<file path="src/rtl/hwag_spi_pkg.sv">
// hwag_spi_pkg: command codes, status encoding and FSM states shared by the SPI command controller
package hwag_spi_pkg;
    localparam logic [7:0] CMD_WR  = 8'hA5;
    localparam logic [7:0] CMD_RD  = 8'h5A;
    localparam logic [7:0] CMD_NOP = 8'h00;
    localparam int ST_OK     = 0;
    localparam int ST_CRC    = 1;
    localparam int ST_BADCMD = 2;
    localparam int ST_TMO    = 3;
    localparam int ST_OVR    = 4;
    localparam logic [7:0] STATUS_OK     = 8'(1 << ST_OK);
    localparam logic [7:0] STATUS_CRC    = 8'(1 << ST_CRC);
    localparam logic [7:0] STATUS_BADCMD = 8'(1 << ST_BADCMD);
    localparam logic [7:0] STATUS_TMO    = 8'(1 << ST_TMO);
    localparam logic [7:0] STATUS_OVR    = 8'(1 << ST_OVR);
    typedef enum logic [1:0] {IDLE, DECODE, REQ} state_t;
endpackage

</file>
<file path="src/rtl/hwag_spi_cmd_ctrl_sat_counter8.sv">
// sat_counter8: 8-bit event counter that sticks at 255
module sat_counter8 (
    input  logic       clk,
    input  logic       rst,
    input  logic       inc,
    output logic [7:0] count
);
    // count up on inc until all ones
    always_ff @(posedge clk or negedge rst)
        if (!rst) count <= '0;
        else if (inc && count != 8'hFF) count <= count + 8'd1;
endmodule

</file>
<file path="src/rtl/hwag_spi_cmd_ctrl.sv">
// hwag_spi_cmd_ctrl: turns received SPI frames into single HWAG bus transactions and reports status
module hwag_spi_cmd_ctrl
    import hwag_spi_pkg::*;
#(
    parameter int TIMEOUT_CYC = 16
) (
    input  logic        clk,
    input  logic        rst,
    input  logic        spi_ss_rise,
    input  logic        spi_crc_rx_equal,
    input  logic [7:0]  spi_hwag_cmd,
    input  logic [7:0]  spi_hwag_addr,
    input  logic [31:0] spi_hwag_data,
    output logic        bus_req,
    output logic        bus_we,
    output logic [7:0]  bus_addr,
    output logic [31:0] bus_wdata,
    input  logic        bus_ack,
    input  logic [31:0] bus_rdata,
    output logic [31:0] resp_data,
    output logic [7:0]  resp_status,
    output logic [7:0]  crc_err_cnt,
    output logic [7:0]  timeout_cnt,
    output logic        busy
);
    state_t      state;
    logic [7:0]  cmd, addr, tmo;
    logic [31:0] data;
    logic        crc_ok, ovr, ovr_now, ack_hit, tmo_hit, crc_fail, done;
    logic [7:0]  status_base;

    assign busy     = state != IDLE;
    assign bus_req  = state == REQ;
    assign ovr_now  = ovr | (spi_ss_rise & busy);
    assign ack_hit  = bus_req && bus_ack;
    assign tmo_hit  = bus_req && !bus_ack && tmo == 8'(TIMEOUT_CYC - 1);
    assign crc_fail = state == DECODE && !crc_ok;
    assign done     = (state == DECODE && !(crc_ok && (cmd == CMD_WR || cmd == CMD_RD))) || ack_hit || tmo_hit;

    // status of the frame finishing this cycle (only meaningful when done)
    always_comb
        status_base = state == DECODE ? (!crc_ok ? STATUS_CRC : cmd == CMD_NOP ? STATUS_OK : STATUS_BADCMD)
                    : tmo_hit ? STATUS_TMO : STATUS_OK;

    // frame capture, decode and bus transaction sequencing
    always_ff @(posedge clk or negedge rst)
        if (!rst) begin
            state     <= IDLE;
            cmd       <= '0;
            addr      <= '0;
            data      <= '0;
            crc_ok    <= 1'b0;
            tmo       <= '0;
            bus_we    <= 1'b0;
            bus_addr  <= '0;
            bus_wdata <= '0;
            resp_data <= '0;
        end else begin
            case (state)
                IDLE: if (spi_ss_rise) begin
                    cmd    <= spi_hwag_cmd;
                    addr   <= spi_hwag_addr;
                    data   <= spi_hwag_data;
                    crc_ok <= spi_crc_rx_equal;
                    state  <= DECODE;
                end
                DECODE: if (!crc_ok) state <= IDLE;
                else if (cmd == CMD_WR) begin
                    bus_we    <= 1'b1;
                    bus_addr  <= addr;
                    bus_wdata <= data;
                    state     <= REQ;
                end else if (cmd == CMD_RD) begin
                    bus_we   <= 1'b0;
                    bus_addr <= addr;
                    state    <= REQ;
                end else state <= IDLE;
                REQ: if (bus_ack) begin
                    if (!bus_we) resp_data <= bus_rdata;
                    tmo   <= '0;
                    state <= IDLE;
                end else if (tmo_hit) begin
                    tmo   <= '0;
                    state <= IDLE;
                end else tmo <= tmo + 8'd1;
                default: state <= IDLE;
            endcase
        end

    // status is written once per accepted frame; a frame arriving while busy marks overrun on it
    always_ff @(posedge clk or negedge rst)
        if (!rst) begin
            resp_status <= '0;
            ovr         <= 1'b0;
        end else if (done) begin
            resp_status <= status_base | (STATUS_OVR & {8{ovr_now}});
            ovr         <= 1'b0;
        end else ovr <= ovr_now;

    sat_counter8 u_crc_cnt (.clk(clk), .rst(rst), .inc(crc_fail), .count(crc_err_cnt));
    sat_counter8 u_tmo_cnt (.clk(clk), .rst(rst), .inc(tmo_hit), .count(timeout_cnt));
endmodule

</file>
<file path="config.mk">
export PLATFORM = sky130hd
export DESIGN_NAME = hwag_spi_cmd_ctrl
export DESIGN_NICKNAME = d
export VERILOG_FILES = /design/src/rtl/hwag_spi_pkg.sv /design/src/rtl/hwag_spi_cmd_ctrl_sat_counter8.sv /design/src/rtl/hwag_spi_cmd_ctrl.sv
export SDC_FILE = /design/constraint.sdc
export NUM_CORES = 1
export LEC_CHECK = 0
export BUFFER_PORTS_ARGS = -buffer_cell sky130_fd_sc_hd__buf_4
export CAP_MARGIN = 20
export CORE_MARGIN = 2
export CORE_UTILIZATION = 35
export CTS_CLUSTER_DIAMETER = 120
export DETAILED_ROUTE_END_ITERATION = 6
export MAX_ROUTING_LAYER = met4
export PLACE_DENSITY = 0.71
export SYNTH_ARGS = -nofsm -noshare
export SYNTH_HDL_FRONTEND = slang
export SYNTH_HIERARCHICAL = 1
export SYNTH_SLANG_ARGS = --single-unit
</file>
<file path="constraint.sdc">
create_clock -name clk -period 1.9 [get_ports clk]
set_input_delay 0.38 -clock clk [delete_from_list [all_inputs] [get_ports clk]]
set_output_delay 0.38 -clock clk [all_outputs]
set_load 0.005 [all_outputs]
</file>
Word-level counts from Yosys, hierarchy flattened
Cells that the tools add are included.
Widths: inputs -> output; s select.
{ "word_totals": {"mem_count": 0, "word_cells": 71, "regBits": 157, "output_inout_bits": 99, "ram_bits": 0, "mem_bits_ro": 0, "latchBits": 0} }
{ "op_classes": {"n_div": 0, "magnitude_cmp": 0, "n_reduce_logical": 23, "n_shift": 0, "n_eq_ne": 9, "n_addsub": 3, "n_bitwise": 4, "muxes": 18, "multipliers": 0} }
{ "ops": {"columns": ["op", "n"], "rows": [
  ["$mux 8", 4],
  ["$add 8x1->8 const B", 3],
  ["$ne 8x8->1 const B", 2],
  ["$mux 2", 6],
  ["$reduce_and 3->1", 3],
  ["$eq 8x4->1 const B", 1],
  ["$eq 8x7->1 const B", 1],
  ["$eq 8x8->1 const B", 1],
  ["$logic_and 1x1->1", 8],
  ["$logic_not 8->1", 1],
  ["$mux 4", 2],
  ["$mux 3", 2],
  ["$pmux 2 s3", 1],
  ["$or 4x5->5", 1],
  ["$reduce_and 2->1", 2],
  ["$reduce_bool 2->1", 2],
  ["$logic_not 1->1", 3],
  ["$logic_or 1x1->1", 3],
  ["$mux 1", 3],
  ["$ne 3x1->1 const B", 1],
  ["$eq 2x1->1 const B", 1],
  ["$eq 2x2->1 const B", 1],
  ["$logic_not 2->1", 1],
  ["$ne 2x2->1 const B", 1],
  ["other kinds (3)", 3]
]} }

Longest topological paths before layout
{ "depth": {"word_depth": 8, "ltp_mapped": 7, "mapped_depth_nobuf": 7} }

Cells and area by module
Netlist, hierarchy kept.
{ "by_module_without_submodules": {"columns": ["mod", "cells_per_inst", "seq_area_each_um2", "area_per_inst_um2", "instances"], "rows": [
  ["hwag_spi_cmd_ctrl", 346, 3453.3, 5393.9, 1],
  ["sat_counter8", 34, 200.2, 407.9, 2]
]} }

Worst setup path before layout
OpenSTA, ideal clock, no wires.
{ "synth_timing": {"path_kind": "register to register", "from": "register tmo[0]", "to": "register u_tmo_cnt.count[5]", "setup_ns": 0.125, "period_less_slack_ns": 1.957, "t_required_ns": 1.775, "arrival_ns": 1.832, "path_slack_ns": -0.057, "stages_incl_launch_ff": 8, "path_cell_list": "dfrtp_1 ha_1 nand4b_1 nor4_1 and2_1 and4_4 nand3_2 mux2_4"} }
{ "synth_via": {"elab_chain_cells": 3} }
{ "synth_rtl": {"columns": ["item", "line", "text"], "rows": [
  ["start: declaration", "hwag_spi_cmd_ctrl.sv:27", "logic [7:0] cmd, addr, tmo;"],
  ["start signal: assignment", "hwag_spi_cmd_ctrl.sv:85", "end else tmo <= tmo + 8'd1;"],
  ["$eq 8x4->1", "hwag_spi_cmd_ctrl.sv:36", "assign tmo_hit = bus_req && !bus_ack && tmo == 8'(TIMEOUT_CYC - 1);"],
  ["$logic_and 1x1->1", "hwag_spi_cmd_ctrl.sv:36", null],
  ["net tmo_hit", "hwag_spi_cmd_ctrl.sv:29", "logic crc_ok, ovr, ovr_now, ack_hit, tmo_hit, crc_fail, done;"],
  ["$logic_and 1x1->1", "hwag_spi_cmd_ctrl_sat_counter8.sv:11", "else if (inc && count != 8'hFF) count <= count + 8'd1;"],
  ["end signal: assignment", "hwag_spi_cmd_ctrl_sat_counter8.sv:11", null],
  ["end: declaration", "hwag_spi_cmd_ctrl_sat_counter8.sv:6", "output logic [7:0] count"]
]} }
The timed path passes the listed nets, and every way through them passes these cells.
A chain may end at the register's enable or synchronous reset.

Final worst setup path
{ "layout_timing": {"from": "register tmo[1]", "to": "register u_tmo_cnt.count[5]"} }
Same word-level chain as after synthesis.

==> summary.md <==
| Metric | Value |
|---|---|
| Core area | 0.0173 mm² |
| Vias | 4190 |
| Ys Warns | 6 |
| TritonCTS buffer count | 17 |
| RSZ-0062 raised after global routing | yes |
| R2R Setup Slk | -0.04 ns |
| Clk sink count | between 150 and 200 |
| Final worst setup slack | -0.0435 ns |
| Peak VDD IR | 0.571 mV |
| Total wire length | 13.8 mm |
| Endpoint type of the worst setup path | flip-flop |
| Signal arrival time at the worst endpoint | approximately 2.2 ns |
| Min Tclk post-route | a little under 2 ns |
| CTS tree | yes |
| GR peak layer | met2 |
| FF/Latch Area | between 0.003 and 0.004 mm² |
| DR vias/cell | about 5 |
| Root buf cell | clkbuf_16 |
| DRT Pass-1 Iters | 4 |
| Hold Path End | resp_data[17] |
| # nets final | 710 |
| Die extent in x | about 140 µm |
| Pin count of the biggest net entering global routing | ~60 |
| Multi-input combinational cell area | between 0.002 and 0.0025 mm² |
| Highest Clock Rate | just over 500 MHz |
| Synth Register Bits | around 150 |
| CTS Buffer Depth | 2 |
| Required time worst endpoint | between 2 and 2.5 ns |
| # Max-Cap Violations | 0 |
| Clock slew at reported path FFs | approximately 0.060 ns |
| Slew Viols, Final | 0 |
| Initial antenna violation count | 0 |
| Grt met1 use | a little under a fifth |
| Initial detailed-routing violation count | between 150 and 200 |
| Cell variety after synth | 53 |
| Most frequent cells in the layout | buf_4 (193), dfrtp_1 (154), mux2_2 (120) |
| Worst r2r dst | u_tmo_cnt/count[5] |
| First-pass GRT wire length | approximately 22 mm |
| Row count | 48 |
| Area Growth Syn to Fin | 39.4% |
| Clock Latency Late Sink | between 0.4 and 0.5 ns |
| Antenna cell count | 0 |
| Avg Cell Area, Syn | 15.0 µm² |
| Hold Crit Class | in -> reg |
| Reg2Reg Depth | 7 |
| Netlist Area Pre-Place | a little over 0.006 mm² |
| Fill cell count | 1507 |
| CP max FO | 4 |
| Worst Hold Launch | bus_rdata[17] |
| Final hold viol count | 0 |
| Main synth FF type | dfrtp_1 |
| Die Ht | about 140 µm |
| Antenna-violating nets left | 0 |
| Routed wire per std cell | about 16 µm |
| Outcome | finished with violations |
| CP Launch Type | flip-flop |
| GR Overflow Total | 0 |
| Setup-failing EPs final | 2 |
| Failing checks | setup timing |
| Fin util | 50.0% |
| Hold Path Depth | 2 |
| Async SR Flop Fraction | between 90% and 100% |
| Initial core utilization | 35.9% |
| Most common cell after layout, fill and taps aside | buf_4 |
| Clk_skew | 0.00752 ns |
| Seq/Total Area, Yosys | ~62% |
| Fraction of the cycle the final worst path needs | 102% |
| Share of layout cells above drive strength 1 | just over 60% |
| Dpl ws | 0.0275 ns |
| Grt met2 use | about a quarter |
| H-tree level count | 4 |
| DIE AREA | 0.0188 mm² |
| Met3 Track Usage GR | around 4.6% |
| I/O Buffers | between 150 and 200 |
| HPWL after DPL | roughly 9.7 mm |
| Vias in the first global route | 4506 |
| Cells after Synth | approximately 410 |
| EDFF count, synth | 0 |
| DRC errors left | 0 |
| Tot GR Track Use | between 10% and 20% |
| Routability Congestion | 0.820 |
| Crit Path Class | reg -> reg |
| Critical R2R Launch | tmo[1] |
| Boundary pin count | approximately 180 |
| Power Density | 963 mW/mm² |
| Pleak | approximately 4.2 nW |
==> cells in the mapped netlist, drive strengths merged, types with 2 or more instances <==
library cell / number / area [µm²]
inv: 6 / 22.5
nor2b: 3 / 18.8
a41oi: 4 / 35.0
nor2: 5 / 26.3
xor2: 4 / 35.0
a311oi: 2 / 30.0
nor3: 2 / 10.0
buf: 15 / 96.3
nand4: 3 / 18.8
a21oi: 6 / 30.0
and4: 3 / 32.5
o211ai: 3 / 22.5
nor4: 3 / 25.0
xnor2: 2 / 17.5
nand3: 10 / 72.6
nand2: 13 / 48.8
a21o: 3 / 23.8
mux2: 127 / 1450
a21boi: 2 / 15.0
ha: 3 / 37.5
o21ai: 14 / 81.3
and3: 4 / 35.0
a31oi: 5 / 31.3
nor3b: 2 / 20.0
o21a: 2 / 15.0
dfrtp: 154 / 3850
==> how the worst max path moves through the flow <==
stage,start,slack [ns],endpoint
after floorplan,tmo[0],0.03,u_tmo_cnt/count[5]
final,tmo[1],-0.04,u_tmo_cnt/count[5]
after global placement,cmd[0],0.08,resp_status[2]
after CTS,tmo[0],0.01,u_tmo_cnt/count[5]
after detailed placement,tmo[0],0.03,u_tmo_cnt/count[5]
after global routing,tmo[1],-0.12,u_tmo_cnt/count[5]
==> layer usage <==
metal  share of wire (%)  vias up
met5                   0        -
met3                 6.1       20
li1                    -     1920
met4                 2.0        0
met2                  51      139
met1                  41     2111
==> cell type report <==
class	count	area share, %
clock buffers	23	5.41
flip-flops and latches	154	44.5
clock inverters	8	1.10
repair buffers	203	18.6
multi-input cells	240	26.8
inverters	6	0.260
well taps	225	3.25
==> sequential cells by signal, summed over array words and instances (netlist names) <==
signal and flops:
addr 8, bus_addr 8, bus_wdata 32, bus_we 1, cmd 8, crc_ok 1, data 32, ovr 1
resp_data 32, resp_status 5, state 2, tmo 8, u_crc_cnt/count 8, u_tmo_cnt/count 8
==> metrics by stage <==
| stage | cell area (µm²) | hold slack, ns | TNS [ns] | instances | power, mW |
|---|---|---|---|---|---|
| finish | 8650 | 0.200 | -0.0591 | 859 | 8.33 |
| floorplan | 6230 | 0.0844 | 0 | 416 | 4.45 |
| detailed placement | 7980 | 0.225 | 0 | 822 | 5.14 |
| global placement | 7980 | 0.222 | 0 | 822 | 5.07 |
| global route | 8650 | 0.178 | -0.450 | 859 | 8.77 |
| CTS | 8550 | 0.180 | 0 | 854 | 8.44 |
==> repair_timing <==
| item | in CTS | in global routing |
|---|---|---|
| setup endpoints to repair | 2 | 47 |
| buffers inserted | 0 | 7 |
| gates resized for setup | 1 | 12 |
| gates cloned | 0 | 0 |
| hold buffers | 1 | 0 |
| pin swaps | 0 | 8 |
| endpoints found under the hold margin | 14 | 0 |
==> cell families (layout without fill, tap and decap cells) <==
logic type	Yosys count	in the layout	synth area share, %
other	1	3	0.0604
and+or+nand+nor	56	56	5.96
buffers and inverters	22	240	1.97
xor gates and xnor gates	6	6	0.846
muxes	128	128	23.4
AOI/OAI and AO/OA	44	44	5.06
DFF	154	154	62.1
adders and majority gates	3	3	0.605
==> where the power goes <==
part / total [mW] / switching [mW] / internal, mW
clock network: 3.24 / 1.25 / 1.99
logic: 1.13 / 0.415 / 0.719
registers: 3.96 / 0.296 / 3.66
==> critical path: stages (launching register included) <==
cell and delay, ns:
dfrtp_1 0.37, ha_2 0.19, nand4b_1 0.13, nor4_2 0.29, and2_4 0.22, and4_4 0.24, nand3_2 0.08, mux2_4 0.30
Note: power is estimated with default switching activity, not from simulation.
